$ cat src/rtl/traffic_pkg.sv
// Shared types and lamp encodings for the two-way intersection controller.
package traffic_pkg;

  typedef enum logic [2:0] {
    NS_GREEN  = 3'd0,
    NS_YELLOW = 3'd1,
    ALL_RED_A = 3'd2,
    EW_GREEN  = 3'd3,
    EW_YELLOW = 3'd4,
    ALL_RED_B = 3'd5
  } state_t;

  localparam logic [2:0] LAMP_RED    = 3'b100;
  localparam logic [2:0] LAMP_YELLOW = 3'b010;
  localparam logic [2:0] LAMP_GREEN  = 3'b001;

  function automatic int max3(input int a, input int b, input int c);
    int m;
    m = (a > b) ? a : b;
    return (m > c) ? m : c;
  endfunction

endpackage

$ cat src/rtl/phase_timer.sv
// Phase counter: cleared on load, counts up otherwise, flags the last cycle of a phase.
module phase_timer #(
  parameter int WIDTH = 4
) (
  input  logic             clk,
  input  logic             rst,
  input  logic             load,
  input  logic [WIDTH-1:0] value,
  output logic             done
);

  localparam logic [WIDTH-1:0] ONE = WIDTH'(1);

  logic [WIDTH-1:0] count_reg;
  logic [WIDTH-1:0] last_count;

  assign last_count = value - ONE;
  assign done       = (count_reg == last_count);

  always_ff @(posedge clk) begin
    if (!rst) begin
      count_reg <= '0;
    end else if (load) begin
      count_reg <= '0;
    end else begin
      count_reg <= count_reg + ONE;
    end
  end

endmodule

$ cat src/rtl/traffic_light_controller.sv
// Fixed-time NS/EW intersection controller: Moore FSM stepped by phase_timer,
// lamps decoded combinationally from the registered state.
module traffic_light_controller
  import traffic_pkg::*;
#(
  parameter int GREEN_CYCLES   = 5,
  parameter int YELLOW_CYCLES  = 2,
  parameter int ALL_RED_CYCLES = 1
) (
  input  logic       clk,
  input  logic       rst,
  output logic [2:0] NS,
  output logic [2:0] EW
);

  localparam int MAX_CYCLES = max3(GREEN_CYCLES, YELLOW_CYCLES, ALL_RED_CYCLES);
  localparam int CW         = $clog2(MAX_CYCLES) + 1;

  state_t          state_reg;
  logic [CW-1:0]   duration;
  logic            legal;
  logic            done;
  logic            load;

  always_comb begin
    duration = CW'(ALL_RED_CYCLES);
    legal    = 1'b1;
    case (state_reg)
      NS_GREEN, EW_GREEN:   duration = CW'(GREEN_CYCLES);
      NS_YELLOW, EW_YELLOW: duration = CW'(YELLOW_CYCLES);
      ALL_RED_A, ALL_RED_B: duration = CW'(ALL_RED_CYCLES);
      default:              legal    = 1'b0;
    endcase
  end

  // An illegal encoding forces a state change so recovery never waits on the counter.
  assign load = done | ~legal;

  phase_timer #(
    .WIDTH (CW)
  ) u_phase_timer (
    .clk   (clk),
    .rst   (rst),
    .load  (load),
    .value (duration),
    .done  (done)
  );

  always_ff @(posedge clk) begin
    if (!rst) begin
      state_reg <= NS_GREEN;
    end else if (load) begin
      case (state_reg)
        NS_GREEN:  state_reg <= NS_YELLOW;
        NS_YELLOW: state_reg <= ALL_RED_A;
        ALL_RED_A: state_reg <= EW_GREEN;
        EW_GREEN:  state_reg <= EW_YELLOW;
        EW_YELLOW: state_reg <= ALL_RED_B;
        ALL_RED_B: state_reg <= NS_GREEN;
        default:   state_reg <= ALL_RED_B;
      endcase
    end
  end

  // Default is all-red so any unexpected encoding fails safe.
  always_comb begin
    NS = LAMP_RED;
    EW = LAMP_RED;
    case (state_reg)
      NS_GREEN:  NS = LAMP_GREEN;
      NS_YELLOW: NS = LAMP_YELLOW;
      EW_GREEN:  EW = LAMP_GREEN;
      EW_YELLOW: EW = LAMP_YELLOW;
      default: begin
        NS = LAMP_RED;
        EW = LAMP_RED;
      end
    endcase
  end

endmodule

$ cat config.mk
export PLATFORM = sky130hd
export DESIGN_NAME = traffic_light_controller
export DESIGN_NICKNAME = d
export VERILOG_FILES = /design/src/rtl/traffic_pkg.sv /design/src/rtl/phase_timer.sv /design/src/rtl/traffic_light_controller.sv
export SDC_FILE = /design/constraint.sdc
export NUM_CORES = 1
export LEC_CHECK = 0
export BUFFER_PORTS_ARGS = -buffer_cell sky130_fd_sc_hd__buf_2
export CORE_AREA = 2 2 39 41
export DETAILED_ROUTE_END_ITERATION = 12
export DIE_AREA = 0 0 41 43
export SLEW_MARGIN = 25
export SYNTH_ARGS = -nofsm -noshare
export SYNTH_HDL_FRONTEND = slang
export SYNTH_HIERARCHICAL = 1
export SYNTH_SLANG_ARGS = --single-unit
export TNS_END_PERCENT = 30
$ cat constraint.sdc
create_clock -name clk -period 4.3 [get_ports clk]
set_input_delay 0.43 -clock clk [delete_from_list [all_inputs] [get_ports clk]]
set_output_delay 0.43 -clock clk [all_outputs]
set_load 0.05 [all_outputs]
# ---- After elaboration in Yosys (flattened, before gate mapping)
# Index checks and enable logic that the tools add are counted.
dict set report classes {
  n_addsub 2
  eq_ne 6
  n_mux 5
  bitwise 3
  reduce_logical 5
}
# cell count
set op_table {}
lappend op_table {{3-bit case mux with 2 select lines} 3}
lappend op_table {{3-bit case mux with 5 select lines} 1}
lappend op_table {{3-bit by 2-bit == test with 1-bit output (second input constant)} 2}
lappend op_table {{3-bit == test (second input constant)} 2}
lappend op_table {{2-bit OR reduction} 3}
lappend op_table {{6-bit OR reduction} 1}
lappend op_table {{4-bit by 1-bit adder with 4-bit output (second input constant)} 1}
lappend op_table {{4-bit == test} 1}
lappend op_table {{3-bit by 1-bit subtractor with 4-bit output (second input constant)} 1}
lappend op_table {{3-bit by 1-bit == test with 1-bit output (second input constant)} 1}
lappend op_table {{3-bit logical NOT} 1}
lappend op_table {{1-bit inverter} 2}
lappend op_table {{1-bit 2-to-1 mux} 1}
lappend op_table {{1-bit OR} 1}
dict set report word_totals {
  register_bits 7
  inputBits 2
  output_inout_bits 6
  word_cells 23
}

# ---- Logic depth before layout (Yosys ltp)
dict set report logic_depth {
  word_depth 7
  depth_mapped 10
  ltp_nobuf 10
}

# ---- Modules after synthesis
# The synthesis kept the hierarchy.
# module n_inst cells_per_inst area_per_inst_um2 seq_area_each_um2
set by_module_without_submodules {}
lappend by_module_without_submodules {traffic_light_controller 1 30 244.0 60.1}
lappend by_module_without_submodules {phase_timer 1 25 229.0 80.1}

# ---- Least setup slack after synthesis
# OpenSTA, ideal clock, no wires.
dict set report synth_timing {
  kind {reg-to-reg}
  start {register with a tool-made name}
  end {register u_phase_timer.count_reg[2]}
  setup_ns 0.116
  arrival_ns 2.126
  required_ns 4.184
  path_slack_ns 2.058
  stages_incl_launch_ff 10
  n_path_buf 0
  period_less_slack_ns 2.242
  cell_sequence {dfxtp_1 nand2b_1 a21o_1 inv_1 ha_1 xnor2_1 nor4_1 nand2b_1 nand2b_1 nor2_1}
}
# item line_no
set synth_lines {}
lappend synth_lines {{end signal, assigned} phase_timer.sv:26} ;# count_reg <= count_reg + ONE;
lappend synth_lines {{end, declared} phase_timer.sv:14} ;# logic [WIDTH-1:0] count_reg;

# ---- Final worst setup path
dict set report layout_timing {
  start {register state_reg[0]}
  end {register u_phase_timer.count_reg[2]}
}
dict set report layout_between {
  elab_chain_len 7
  word_cells_on_any_way 16
  classes_between {add/sub (1); eq/ne (6); mux (2); bitwise (2); reduce/logical (5)}
}
# item line_no
set layout_lines {}
lappend layout_lines {{start, declared} traffic_light_controller.sv:19} ;# state_t state_reg;
lappend layout_lines {{start signal, assigned} traffic_light_controller.sv:51} ;# state_reg <= NS_GREEN;
lappend layout_lines {{start signal, assigned} traffic_light_controller.sv:54} ;# NS_GREEN: state_reg <= NS_YELLOW;
lappend layout_lines {{start signal, assigned} traffic_light_controller.sv:55} ;# NS_YELLOW: state_reg <= ALL_RED_A;
lappend layout_lines {{3-bit == test, or another cell as far along} traffic_light_controller.sv:28} ;# case (state_reg)
lappend layout_lines {{2-bit OR reduction} n/a}
lappend layout_lines {{3-bit case mux with 2 select lines (*)} traffic_light_controller.sv:28}
lappend layout_lines {{named net duration[0]} traffic_light_controller.sv:20} ;# logic [CW-1:0] duration;
lappend layout_lines {{3-bit by 1-bit subtractor with 4-bit output (*)} phase_timer.sv:17} ;# assign last_count = value - ONE;
lappend layout_lines {{4-bit == test (*)} phase_timer.sv:18} ;# assign done = (count_reg == last_count);
lappend layout_lines {{named net done} traffic_light_controller.sv:22} ;# logic done;
lappend layout_lines {{1-bit OR (*)} traffic_light_controller.sv:37} ;# assign load = done | ~legal;
lappend layout_lines {{named net load} traffic_light_controller.sv:23} ;# logic load;
lappend layout_lines {{2-bit OR reduction (no source line) (*)} n/a}
# The timed path passes the listed nets; every way through them passes the cells marked *.
# A chain may end at the register's enable or synchronous reset.

==> reports/summary.txt <==
clock latency on the worst-skew pair = 0.25 ns
highest fanout seen on the critical path = 12
number of storage elements in the synthesis netlist = 7
mux cell area share after synthesis = 0
total gr overflow = 0
Mapped Avg Cell Area = 8.60 um2
dominant combinational cell family by area after synthesis = simple AND/OR/NAND/NOR gates
min cycle time layout = 2.50 ns
final setup violation count = 0
post-synthesis compound-gate area fraction = 0.124
layout overhead on the synthesized area = 14.6%
post-detailed-placement half-perimeter wirelength = 555 um
adder-cell share of the synthesized area = 0.0529
worst-case clock buffer depth = 2
1st-iter DRT viols = 6
path type of the worst min-delay path = input port to flip-flop
number of ports placed on the die boundary = 8
per-cell via count in the routed design = 4.48
diode count = 0
CTS Hold Bufs = 0
arrival time at the worst endpoint = 2.64 ns
TritonCTS Buffers = 3
largest clock skew in the final design = 0.00166 ns
class of the most critical setup path = flip-flop to flip-flop
main area contributors after synthesis = sky130_fd_sc_hd__dfxtp_1 30%, sky130_fd_sc_hd__xnor2_1 15%, sky130_fd_sc_hd__nor2_1 6.3%
static leakage = 0.000232 uW
final std cells w/o fill = 80
# rows = 14
final std cell area, no fill = 542 um2
crit start category = flip-flop
number of global-route vias before repair = 331
Netlist cell types = 23
unrepaired setup endpoints after global routing = false
share of the synthesized netlist area taken by xor and xnor gates = 0.185
outcome = finished, final reports clean
starting density of the core = 0.342
area share of and/or/nand/nor cells after synthesis = 0.254
DRT Wirelength = 755 um
Die Ht = 43 um
DRC = 0
core area = 1380 um2
area after detailed placement = 509 um2
maxcap violations = 0
met2 Resource Use GR = 0.156
met3 routing resource usage after global routing = 0.0314
Synth Instances = 55
pin count of the biggest net entering global routing = 13
worst max-slew margin expressed relative to the limit = 0.585
global-route met1 utilization = 0.123
clock tree root driver cell = sky130_fd_sc_hd__clkbuf_4
total of warnings raised by yosys = 6
# clock sinks = 7
most common flop cell mapped by yosys = sky130_fd_sc_hd__dfxtp_1
post-detailed-route count of antenna-violating nets = 0
Cells after DPL = 76
top cell type by total area after synthesis = sky130_fd_sc_hd__dfxtp_1
fraction of final layout cells sized beyond drive strength 1 = 0.234
antenna violations before repair = 0
floorplan die width = 41 um
post-CTS setup-driven buffer insertion count = 0
portion of the clock cycle consumed by the worst path in the final layout = 0.580
aggregate global-route resource usage = 0.107
Required @ worst endpoint = 4.44 ns
vias post-DR = 358
first-pass iteration count of the detailed router = 3
share of flip-flops with an asynchronous set or reset after synthesis = 0
final-report max-slew violation count = 0
commonest cells in the synthesized netlist = 8 x sky130_fd_sc_hd__nor2_1, 8 x sky130_fd_sc_hd__xnor2_1, 7 x sky130_fd_sc_hd__dfxtp_1
Port Buffer Count = 7
cell area after synthesis = 473 um2
first-pass GRT wire length = 1.26 mm
worst slew pin tran = 0.618 ns
highest attainable clock frequency = 401 MHz
routed wirelength normalized by instance count = 9.44 um
clock tree from TritonCTS = yes
Max H-tree Level = 1
Sum Neg Setup Slack = 0 ns
proportion of synthesized chip area in sequential cells = 0.296
clock edge transition at the registers on the reported setup and hold paths = 0.05 ns
number of nets produced by synthesis = 59
final-layout fill cell count = 144
Final Hold Viols = 0
layout net count = 69
floorplan die area = 1760 um2
Setup crit end kind = flip-flop
number of enable-type register cells in the synthesized netlist = 0
cell area power density = 362 nW/um2
most used routing layer in global routing = met2
area share of the leading cell type in the synthesized netlist = 0.296
final estimated routing congestion in global placement = 0.688
post_cts resized = 0
worst supply voltage drop on vdd = 0.000135 V
==> layer usage <==
metal | part of all wire | vias to the layer above
li1 | - | 194
met1 | 0.50 | 153
met2 | 0.45 | 9
met3 | 0.028 | 2
met4 | 0.019 | 0
met5 | 0 | -
==> metrics by stage <==
stage | hold WS [ns] | total power [uW] | utilization | worst slack (ns)
floorplan | 0.440 | 128 | - | 2.06
global placement | 0.469 | 134 | 0.368 | 1.62
detailed placement | 0.475 | 135 | 0.368 | 1.50
CTS | 0.458 | 197 | 0.387 | 1.48
global route | 0.506 | 211 | 0.392 | 1.59
finish | 0.466 | 196 | 0.392 | 1.80
==> cells in the final DEF (no fill, tap or decap) <==
| master | count |
|---|---|
| sky130_fd_sc_hd__a211oi_2 | 1 |
| sky130_fd_sc_hd__a21bo_1 | 2 |
| sky130_fd_sc_hd__a21o_1 | 1 |
| sky130_fd_sc_hd__a21oi_1 | 2 |
| sky130_fd_sc_hd__a21oi_2 | 1 |
| sky130_fd_sc_hd__and3b_1 | 1 |
| sky130_fd_sc_hd__buf_2 | 7 |
| sky130_fd_sc_hd__clkbuf_1 | 1 |
| sky130_fd_sc_hd__clkbuf_4 | 3 |
| sky130_fd_sc_hd__conb_1 | 1 |
| sky130_fd_sc_hd__dfxtp_1 | 7 |
| sky130_fd_sc_hd__ha_1 | 2 |
| sky130_fd_sc_hd__inv_1 | 5 |
| sky130_fd_sc_hd__nand2_1 | 1 |
| sky130_fd_sc_hd__nand2b_1 | 4 |
| sky130_fd_sc_hd__nand3_1 | 2 |
| sky130_fd_sc_hd__nand3b_1 | 1 |
| sky130_fd_sc_hd__nor2_1 | 8 |
| sky130_fd_sc_hd__nor3_2 | 1 |
| sky130_fd_sc_hd__nor3b_2 | 1 |
| sky130_fd_sc_hd__nor4_2 | 1 |
| sky130_fd_sc_hd__or2_1 | 1 |
| sky130_fd_sc_hd__xnor2_1 | 8 |
| sky130_fd_sc_hd__xor2_1 | 2 |
==> cell type report <==
cell class                      count  area (um2)  area share
Clock buffer                        4        26.3      0.0485
Tap cell                           16        20.0      0.0370
Timing Repair Buffer                7        35.0      0.0647
Multi-Input combinational cell     41         302       0.557
Inverter                            5        18.8      0.0346
Sequential cell                     7         140       0.259
==> where the power goes <==
group | internal [uW] | switching [uW]
logic | 23.7 | 32.0
clock network | 35.4 | 24.1
registers | 71.2 | 9.67
==> cell families after synthesis <==
group / count (synthesis)
buffers and inverters: 7
AO/OA/AOI/OAI: 7
AND/OR/NAND/NOR: 21
adder cells (fa/ha/maj): 2
other: 1
flip-flops: 7
XOR/XNOR: 10
==> worst paths after layout <==
| kind | start | to | slack, ns | depth (start not counted) |
|---|---|---|---|---|
| min | rst | flip-flop | 0.47 | 3 |
| max reg2reg | state_reg[0] | u_phase_timer/count_reg[2] | 1.80 | 9 |
| min reg2reg | u_phase_timer/count_reg[0] | u_phase_timer/count_reg[0] | 0.50 | 1 |
| max | state_reg[0] | u_phase_timer/count_reg[2] | 1.80 | 9 |
==> critical path: stages, from the launching register on <==
cell	delay, ns
sky130_fd_sc_hd__dfxtp_1	0.58
sky130_fd_sc_hd__nand2b_1	0.19
sky130_fd_sc_hd__a21o_1	0.18
sky130_fd_sc_hd__inv_1	0.06
sky130_fd_sc_hd__ha_1	0.30
sky130_fd_sc_hd__xnor2_1	0.13
sky130_fd_sc_hd__nor4_2	0.54
sky130_fd_sc_hd__nand2b_1	0.18
sky130_fd_sc_hd__nand2b_1	0.17
sky130_fd_sc_hd__nor2_1	0.06
No activity file was read; power rests on OpenSTA's default activity.
